--- src/rtl/line_clear_scanner_pkg.sv ---
// -----------------------------------------------------------------------------
// line_clear_scanner_pkg
// Shared board geometry, mode encodings, scanner state encoding and the
// combo scoring helper used by the line-clear scanner and its bench.
// -----------------------------------------------------------------------------
package line_clear_scanner_pkg;

    // Board geometry: BLOCKS_ROW cells per row, BLOCKS_COL rows, row 0 on top.
    localparam int BLOCKS_ROW = 8;
    localparam int BLOCKS_COL = 16;
    localparam int BITS_Y_POS = 4;

    // Per-player mode as reported by the game control block.
    localparam int MODE_BITS = 3;
    localparam logic [MODE_BITS-1:0] MODE_IDLE  = 3'd0;
    localparam logic [MODE_BITS-1:0] MODE_PLAY  = 3'd1;
    localparam logic [MODE_BITS-1:0] MODE_SHIFT = 3'd2;
    localparam logic [MODE_BITS-1:0] MODE_GET   = 3'd3;
    localparam logic [MODE_BITS-1:0] MODE_PAUSE = 3'd4;
    localparam logic [MODE_BITS-1:0] MODE_OVER  = 3'd5;

    // Pending-attack counter and display counters.
    localparam int ATK_BITS   = 3;
    localparam int ATK_MAX    = 7;
    localparam int SCORE_BITS = 16;
    localparam int LINES_BITS = 8;

    typedef enum logic [1:0] {
        LCS_IDLE  = 2'd0,
        LCS_SCAN  = 2'd1,
        LCS_ISSUE = 2'd2,
        LCS_WAIT  = 2'd3
    } lcs_state_e;

    // combo holds the number of earlier clears in the current combo,
    // saturated at 3, so the k-th clear scores 1, 2, 4, then 8 forever.
    function automatic logic [SCORE_BITS-1:0] combo_points(input logic [1:0] combo);
        return SCORE_BITS'(1) << combo;
    endfunction

endpackage

--- src/rtl/line_clear_scanner_if.sv ---
// -----------------------------------------------------------------------------
// line_clear_scanner_if
// Bundles the scanner's connection to the game control block, the opponent
// and the display.
//   master : the scanner  (reads mode/board/get_line/opp_mode,
//                          drives remove_row_*, send_en, lines_cleared, score)
//   slave  : the control-block / display side (opposite directions)
// -----------------------------------------------------------------------------
interface line_clear_scanner_if;
    import line_clear_scanner_pkg::*;

    logic [MODE_BITS-1:0]             mode;
    logic [BLOCKS_ROW*BLOCKS_COL-1:0] game_board;
    logic [BITS_Y_POS-1:0]            get_line;
    logic [MODE_BITS-1:0]             opp_mode;
    logic                             remove_row_en;
    logic [BITS_Y_POS-1:0]            remove_row_y;
    logic                             send_en;
    logic [LINES_BITS-1:0]            lines_cleared;
    logic [SCORE_BITS-1:0]            score;

    modport master (
        input  mode, game_board, get_line, opp_mode,
        output remove_row_en, remove_row_y, send_en, lines_cleared, score
    );

    modport slave (
        output mode, game_board, get_line, opp_mode,
        input  remove_row_en, remove_row_y, send_en, lines_cleared, score
    );

endinterface

--- src/rtl/line_clear_scanner_attack_counter.sv ---
// -----------------------------------------------------------------------------
// line_clear_scanner_attack_counter
// Saturating up/down counter of attacks pending toward the opponent.
//   clk, rst   : clock, asynchronous active-high reset
//   state_rst  : synchronous round reset (same effect as rst)
//   inc        : one cleared row this cycle
//   opp_mode   : opponent mode; a rising edge into MODE_GET consumes one attack
//   send_en    : at least one attack pending
// -----------------------------------------------------------------------------
module line_clear_scanner_attack_counter
    import line_clear_scanner_pkg::*;
(
    input  logic                 clk,
    input  logic                 rst,
    input  logic                 state_rst,
    input  logic                 inc,
    input  logic [MODE_BITS-1:0] opp_mode,
    output logic                 send_en
);

    localparam logic [ATK_BITS-1:0] ATK_MAX_V = ATK_BITS'(ATK_MAX);

    logic [ATK_BITS-1:0] count_q, count_d;
    logic                opp_get_q, opp_get_d;
    logic                dec;

    always_comb begin
        // NOTE: every signal written here gets a default first, so no path leaves it unassigned and no latch is inferred.
        opp_get_d = (opp_mode == MODE_GET);
        dec       = opp_get_d && !opp_get_q;
        count_d   = count_q;

        // Simultaneous clear and consumption cancel out.
        if (inc && !dec) begin
            if (count_q != ATK_MAX_V) count_d = count_q + ATK_BITS'(1);
        end else if (dec && !inc) begin
            if (count_q != '0) count_d = count_q - ATK_BITS'(1);
        end

        if (state_rst) begin
            count_d   = '0;
            opp_get_d = 1'b0;
        end
    end

    always_ff @(posedge clk or posedge rst) begin
        // NOTE: non-blocking assignments keep every flop sampling pre-edge values, independent of statement order.
        if (rst) begin
            count_q   <= '0;
            opp_get_q <= 1'b0;
        end else begin
            count_q   <= count_d;
            opp_get_q <= opp_get_d;
        end
    end

    assign send_en = (count_q != '0);

endmodule

--- src/rtl/line_clear_scanner.sv ---
// -----------------------------------------------------------------------------
// line_clear_scanner
// Scans the settled board bottom-up one row per cycle (skipping garbage rows),
// requests removal of each full row from the control block, waits for the
// shift, and keeps lines-cleared, combo score and pending attacks.
//   clk, rst   : clock, asynchronous active-high reset
//   state_rst  : synchronous round reset (same effect as rst)
//   bus        : line_clear_scanner_if.master (mode, board, get_line,
//                opp_mode in; remove_row_en/y, send_en, lines_cleared, score out)
// -----------------------------------------------------------------------------
module line_clear_scanner
    import line_clear_scanner_pkg::*;
(
    input  logic                 clk,
    input  logic                 rst,
    input  logic                 state_rst,
    line_clear_scanner_if.master bus
);

    localparam int ROW_W  = BLOCKS_ROW;
    localparam int COL_H  = BLOCKS_COL;
    localparam int Y_BITS = BITS_Y_POS;

    localparam logic [Y_BITS-1:0] PTR_RESET = Y_BITS'(COL_H - 1);

    lcs_state_e             state_q, state_d;
    logic [Y_BITS-1:0]      ptr_q, ptr_d;
    logic                   remove_row_en_q, remove_row_en_d;
    logic [Y_BITS-1:0]      remove_row_y_q, remove_row_y_d;
    logic [LINES_BITS-1:0]  lines_q, lines_d;
    logic [SCORE_BITS-1:0]  score_q, score_d;
    logic [1:0]             combo_q, combo_d;

    logic                   row_full;
    logic [Y_BITS-1:0]      start_ptr;
    logic [SCORE_BITS:0]    score_sum;
    logic                   atk_inc;

    // Garbage rows sit at the bottom and can never be full, so start above them.
    assign start_ptr = PTR_RESET - bus.get_line;
    assign row_full  = &bus.game_board[int'(ptr_q)*ROW_W +: ROW_W];
    assign score_sum = {1'b0, score_q} + {1'b0, combo_points(combo_q)};

    always_comb begin
        state_d         = state_q;
        ptr_d           = ptr_q;
        remove_row_en_d = remove_row_en_q;
        remove_row_y_d  = remove_row_y_q;
        lines_d         = lines_q;
        score_d         = score_q;
        combo_d         = combo_q;
        atk_inc         = 1'b0;

        unique case (state_q)
            LCS_IDLE: begin
                if (bus.mode == MODE_PLAY) begin
                    state_d = LCS_SCAN;
                    ptr_d   = start_ptr;
                end
            end

            LCS_SCAN: begin
                if (bus.mode != MODE_PLAY) begin
                    state_d = LCS_IDLE;
                end else if (row_full) begin
                    state_d         = LCS_ISSUE;
                    remove_row_en_d = 1'b1;
                    remove_row_y_d  = ptr_q;
                end else if (ptr_q == '0) begin
                    // A whole pass without a full row ends the combo.
                    state_d = LCS_IDLE;
                    combo_d = '0;
                end else begin
                    ptr_d = ptr_q - Y_BITS'(1);
                end
            end

            LCS_ISSUE: begin
                // The control block only takes the request when it has nothing
                // more urgent, so hold it until mode leaves PLAY; a move into
                // SHIFT is the acknowledge, anything else abandons the clear.
                if (bus.mode != MODE_PLAY) begin
                    remove_row_en_d = 1'b0;
                    if (bus.mode == MODE_SHIFT) begin
                        state_d = LCS_WAIT;
                        lines_d = lines_q + LINES_BITS'(1);
                        atk_inc = 1'b1;
                        score_d = score_sum[SCORE_BITS] ? '1 : score_sum[SCORE_BITS-1:0];
                        combo_d = (combo_q == 2'd3) ? combo_q : combo_q + 2'd1;
                    end else begin
                        state_d = LCS_IDLE;
                    end
                end
            end

            LCS_WAIT: begin
                // Rows above the cleared one moved down; rescan from the bottom.
                if (bus.mode == MODE_PLAY) state_d = LCS_IDLE;
            end
        endcase

        if (state_rst) begin
            state_d         = LCS_IDLE;
            ptr_d           = PTR_RESET;
            remove_row_en_d = 1'b0;
            remove_row_y_d  = '0;
            lines_d         = '0;
            score_d         = '0;
            combo_d         = '0;
            atk_inc         = 1'b0;
        end
    end

    always_ff @(posedge clk or posedge rst) begin
        if (rst) begin
            state_q         <= LCS_IDLE;
            ptr_q           <= PTR_RESET;
            remove_row_en_q <= 1'b0;
            remove_row_y_q  <= '0;
            lines_q         <= '0;
            score_q         <= '0;
            combo_q         <= '0;
        end else begin
            state_q         <= state_d;
            ptr_q           <= ptr_d;
            remove_row_en_q <= remove_row_en_d;
            remove_row_y_q  <= remove_row_y_d;
            lines_q         <= lines_d;
            score_q         <= score_d;
            combo_q         <= combo_d;
        end
    end

    line_clear_scanner_attack_counter u_attack_counter (
        .clk       (clk),
        .rst       (rst),
        .state_rst (state_rst),
        .inc       (atk_inc),
        .opp_mode  (bus.opp_mode),
        .send_en   (bus.send_en)
    );

    assign bus.remove_row_en = remove_row_en_q;
    assign bus.remove_row_y  = remove_row_y_q;
    assign bus.lines_cleared = lines_q;
    assign bus.score         = score_q;

endmodule

--- src/flat_wrapper.sv ---
// flat-port wrapper written by rule: the top's interface ports become plain ports
module line_clear_scanner_flat import line_clear_scanner_pkg::*;
  (clk, rst, state_rst, bus_mode, bus_game_board, bus_get_line, bus_opp_mode, bus_remove_row_en, bus_remove_row_y, bus_send_en, bus_lines_cleared, bus_score);
  line_clear_scanner_if bus_i ();
  input  logic clk;
  input  logic rst;
  input  logic state_rst;
  input wire logic [$bits(bus_i.mode)-1:0] bus_mode;
  input wire logic [$bits(bus_i.game_board)-1:0] bus_game_board;
  input wire logic [$bits(bus_i.get_line)-1:0] bus_get_line;
  input wire logic [$bits(bus_i.opp_mode)-1:0] bus_opp_mode;
  output wire logic [$bits(bus_i.remove_row_en)-1:0] bus_remove_row_en;
  output wire logic [$bits(bus_i.remove_row_y)-1:0] bus_remove_row_y;
  output wire logic [$bits(bus_i.send_en)-1:0] bus_send_en;
  output wire logic [$bits(bus_i.lines_cleared)-1:0] bus_lines_cleared;
  output wire logic [$bits(bus_i.score)-1:0] bus_score;
  assign bus_i.mode = bus_mode;
  assign bus_i.game_board = bus_game_board;
  assign bus_i.get_line = bus_get_line;
  assign bus_i.opp_mode = bus_opp_mode;
  assign bus_remove_row_en = bus_i.remove_row_en;
  assign bus_remove_row_y = bus_i.remove_row_y;
  assign bus_send_en = bus_i.send_en;
  assign bus_lines_cleared = bus_i.lines_cleared;
  assign bus_score = bus_i.score;
  line_clear_scanner u_core (.clk(clk), .rst(rst), .state_rst(state_rst), .bus(bus_i));
endmodule
--- config.mk ---
export PLATFORM = sky130hd
export DESIGN_NAME = line_clear_scanner_flat
export DESIGN_NICKNAME = d
export VERILOG_FILES = /design/src/rtl/line_clear_scanner_pkg.sv /design/src/rtl/line_clear_scanner_if.sv /design/src/rtl/line_clear_scanner_attack_counter.sv /design/src/rtl/line_clear_scanner.sv /design/src/flat_wrapper.sv
export SDC_FILE = /design/constraint.sdc
export NUM_CORES = 1
export LEC_CHECK = 0
export CAP_MARGIN = 20
export CORE_ASPECT_RATIO = 0.7
export CORE_MARGIN = 1
export CORE_UTILIZATION = 42
export DETAILED_ROUTE_END_ITERATION = 16
export HOLD_SLACK_MARGIN = 0.1
export PLACE_DENSITY = 0.95
export SETUP_SLACK_MARGIN = 0.5
export SLEW_MARGIN = 20
export SYNTH_ARGS = -nofsm -noshare
export SYNTH_HDL_FRONTEND = slang
export SYNTH_SLANG_ARGS = --single-unit
export TNS_END_PERCENT = 50
--- constraint.sdc ---
create_clock -name clk -period 6.65 [get_ports clk]
set_input_delay 1.33 -clock clk [delete_from_list [all_inputs] [get_ports clk]]
set_output_delay 1.33 -clock clk [all_outputs]
set_load 0.02 [all_outputs]
==> impl_metrics.env <==
export IMPL_status="finished, final reports clean"
export IMPL_wl_um=10280
export IMPL_post_route_period_util=0.5487
export IMPL_synth_largest_area_cell="dfrtp_1"
export IMPL_overflow=0
export IMPL_drt_iter0_markers=212
export IMPL_dieArea_mm2=0.007302
export IMPL_portBuffers=170
export IMPL_areaGrowthSynthToFinish_pct=63.91
export IMPL_via_per_inst=5.589
export IMPL_slew_headroom=0.3342
export IMPL_path_common_cell="a21o_1"
export IMPL_synth_warnings=0
export IMPL_timing_setup_tns_ns=0
export IMPL_grt_pass1_vias=3239
export IMPL_diodes=0
export IMPL_synth_area_leaders="dfrtp_1 (32%), nand4_1 (6.0%), nand2_1 (5.4%), o21ai_0 (5.3%), ha_1 (4.3%)"
export IMPL_ff_latch_area_mm2=0.001031
export IMPL_drc=0
export IMPL_cts_buffers=5
export IMPL_die_w_um=101.7
export IMPL_drv_cap=0
export IMPL_crit_fanout=26
export IMPL_crit_family="buffers and inverters"
export IMPL_cp_arrival_ns=3.84
export IMPL_syn_nets=500
export IMPL_cpPeakStageDelay_ns=1.08
export IMPL_ys_seq_area_frac=0.3527
export IMPL_worst_ir_drop_vdd_uv=79.72
export IMPL_clkLatencyLatePin_ns=0.30
export IMPL_rsz0062_at_grt="no"
export IMPL_cts_resized=0
export IMPL_critPathLaunch="state_rst"
export IMPL_tightest_slew_ns=0.9933
export IMPL_final_cells=608
export IMPL_synth_cells=347
export IMPL_ys_seq_elements=41
export IMPL_drive_gt1_frac=0.05642
export IMPL_hold_slack_ns=0.5300
export IMPL_multi_input_area_mm2=0.001787
export IMPL_fmax_mhz=274.1
export IMPL_firstDrtPassIters=5
export IMPL_cts_clk_slew_worst_paths_ns=0.08
export IMPL_syn_cell_area_mm2=0.002923
export IMPL_min_from="u_core.bus.score[0]"
export IMPL_clockBufferDepth=2
export IMPL_layout_min_cycle_time_ns=3.649
export IMPL_num_vias=3398
export IMPL_fp_dieH_um=71.80
export IMPL_root_buffer="clkbuf_8"
export IMPL_cts_hold_buf=0
export IMPL_async_flop_share=1.000
export IMPL_row_count=25
export IMPL_slew_viol_final=0
export IMPL_crit_slowest_cell="clkdlybuf4s50_1"
export IMPL_yosys_area_top_type_share=0.3168
export IMPL_wire_per_inst_um=16.91
export IMPL_dp_cells=600
export IMPL_synth_main_ff_cell="dfrtp_1"
export IMPL_cts_tree="done"
export IMPL_synth_edff_count=0
export IMPL_total_leakage_power_nw=1.888
export IMPL_num_fill_cells=511
export IMPL_antenna_found_initial=0
export IMPL_fin_util=0.7124
export IMPL_finalHoldViolations=0
export IMPL_crit_type="in -> reg"
export IMPL_htree_num_levels=2
export IMPL_cts_setup_buffers=0
export IMPL_cp_cell_sequence="clkdlybuf4s50_1 > inv_1 > o21ai_1 > a21oi_1 > o21bai_4 > a21o_1 > a21o_1"
export IMPL_start_kind="input port"
export IMPL_grt_pass1_wl_um=15810
export IMPL_gp_congestion=0.8485
export IMPL_dpl_hpwl_um=8199
export IMPL_crit_required_ns=6.84
export IMPL_ant_nets=0
export IMPL_cp_end_kind="register"
export IMPL_path_buf_inv=2
export IMPL_setup_viol=0
export IMPL_syn_avg_cell_area_um2=8.423
export IMPL_track_usage=0.2796
export IMPL_reg2reg_from="u_core.combo_q[0]"
export IMPL_core_mm2=0.006725
export IMPL_layout_nets=666
export IMPL_hp_class="reg -> reg"
export IMPL_num_io_pins=171
export IMPL_cts_sinks=41
export IMPL_initial_utilization=0.4346
export IMPL_grt_max_degree=42
export IMPL_powerDensity_mw_per_mm2=126.4
export IMPL_yosysUniqueCellTypes=62
export IMPL_finClkSkew_ns=0.008719
## routing by layer
layer	routed length (um)	track usage	vias up
li1	-	-	1639
met1	4444	0.3943	1605
met3	681	0.04780	9
met5	0	0	-
met4	59	0.04670	0
met2	5099	0.4565	145
## cell families after synthesis
family / after synthesis / share of synthesized area
AO/OA/AOI/OAI: 106 / 0.2380
XOR/XNOR: 8 / 0.02397
adder cells (fa/ha/maj): 12 / 0.05651
buffers and inverters: 24 / 0.03596
flip-flops: 41 / 0.3527
multiplexers: 4 / 0.01498
AND/OR/NAND/NOR: 152 / 0.2778
## flip-flops by register name, indices dropped and copies added, names as in the netlist
register and flops:
u_core.combo_q 2, u_core.state_q 2, u_core.ptr_q 4, u_core.u_attack_counter.count_q 3
u_core.bus.remove_row_en 1, u_core.bus.lines_cleared 8, u_core.bus.remove_row_y 4, u_core.bus.score 16
u_core.u_attack_counter.opp_get_q 1
## worst register-to-register path, cell delays in order (launching register included)
cell     delay, ns
dfrtp_1       0.45
inv_1         0.12
ha_1          0.17
ha_1          0.18
fa_1          0.21
a21o_1        0.15
a21oi_2       0.10
nor4_2        0.47
nand3_1       0.22
nor2_1        0.47
o21ai_0       0.22
nand2_1       0.15
## final timing paths
kind	depth (start not counted)	slack (ns)	endpoint
max	7	3.00	u_core.u_attack_counter.count_q[2]
min	2	0.53	u_core.bus.score[0]
max reg2reg	11	3.68	u_core.bus.score[3]
min reg2reg	2	0.53	u_core.bus.score[0]
max in group asynchronous	3	4.82	u_core.ptr_q[2]
min in group asynchronous	3	1.46	u_core.state_q[1]
## layout by cell type (no fill, tap or decap), types with 6 or more instances in the layout
master,Yosys,final
o21ai_0,31,31
a21o_1,9,9
dfrtp_1,37,37
nand3_1,13,13
nor2_1,29,29
nand4_1,28,28
a21oi_1,20,20
ha_1,10,10
inv_1,11,11
clkdlybuf4s50_1,0,170
o22ai_1,8,8
nand2b_1,6,6
nand2_1,42,42
clkbuf_8,0,7
## layout make-up
class,count,share of cell area
flip-flops and latches,41,0.2152
well taps,94,0.02455
clock inverters,1,0.001045
multi-input cells,282,0.3729
clock buffers,7,0.02011
inverters,12,0.009402
repair buffers,171,0.3568
## power breakdown
group,internal (mW),switching [mW]
sequential,0.257,0.0119
clock,0.0940,0.0920
combinational,0.0978,0.0532
## per-stage QoR
step	cell area, um^2	power (mW)	setup slack (ns)
2_1_floorplan	2923	0.3198	3.629
3_5_place_dp	4690	0.4216	2.740
5_1_grt	4791	0.6275	2.808
3_3_place_gp	4690	0.4151	2.849
4_1_cts	4791	0.6044	3.052
6_report	4791	0.6055	3.001
## synthesized netlist by cell type (all sizes together) (2+ instances only)
cell type / count
a21o: 9
nor2b: 4
dfrtp: 37
or3: 4
a31oi: 4
nor3: 7
a21oi: 21
dfstp: 4
xnor2: 3
o31ai: 3
a22o: 4
mux2: 3
o21ai: 35
nand2b: 6
and3: 2
o311ai: 2
ha: 10
nand4b: 5
nand2: 42
o221ai: 2
o2111ai: 3
o22ai: 8
clkbuf: 7
o211ai: 2
o32ai: 2
xor2: 5
fa: 2
o31a: 2
nor2: 31
nor4: 3
buf: 5
inv: 12
nand4: 29
a211oi: 2
or2: 2
nand3: 13
Note: power is estimated with default switching activity, not from simulation.
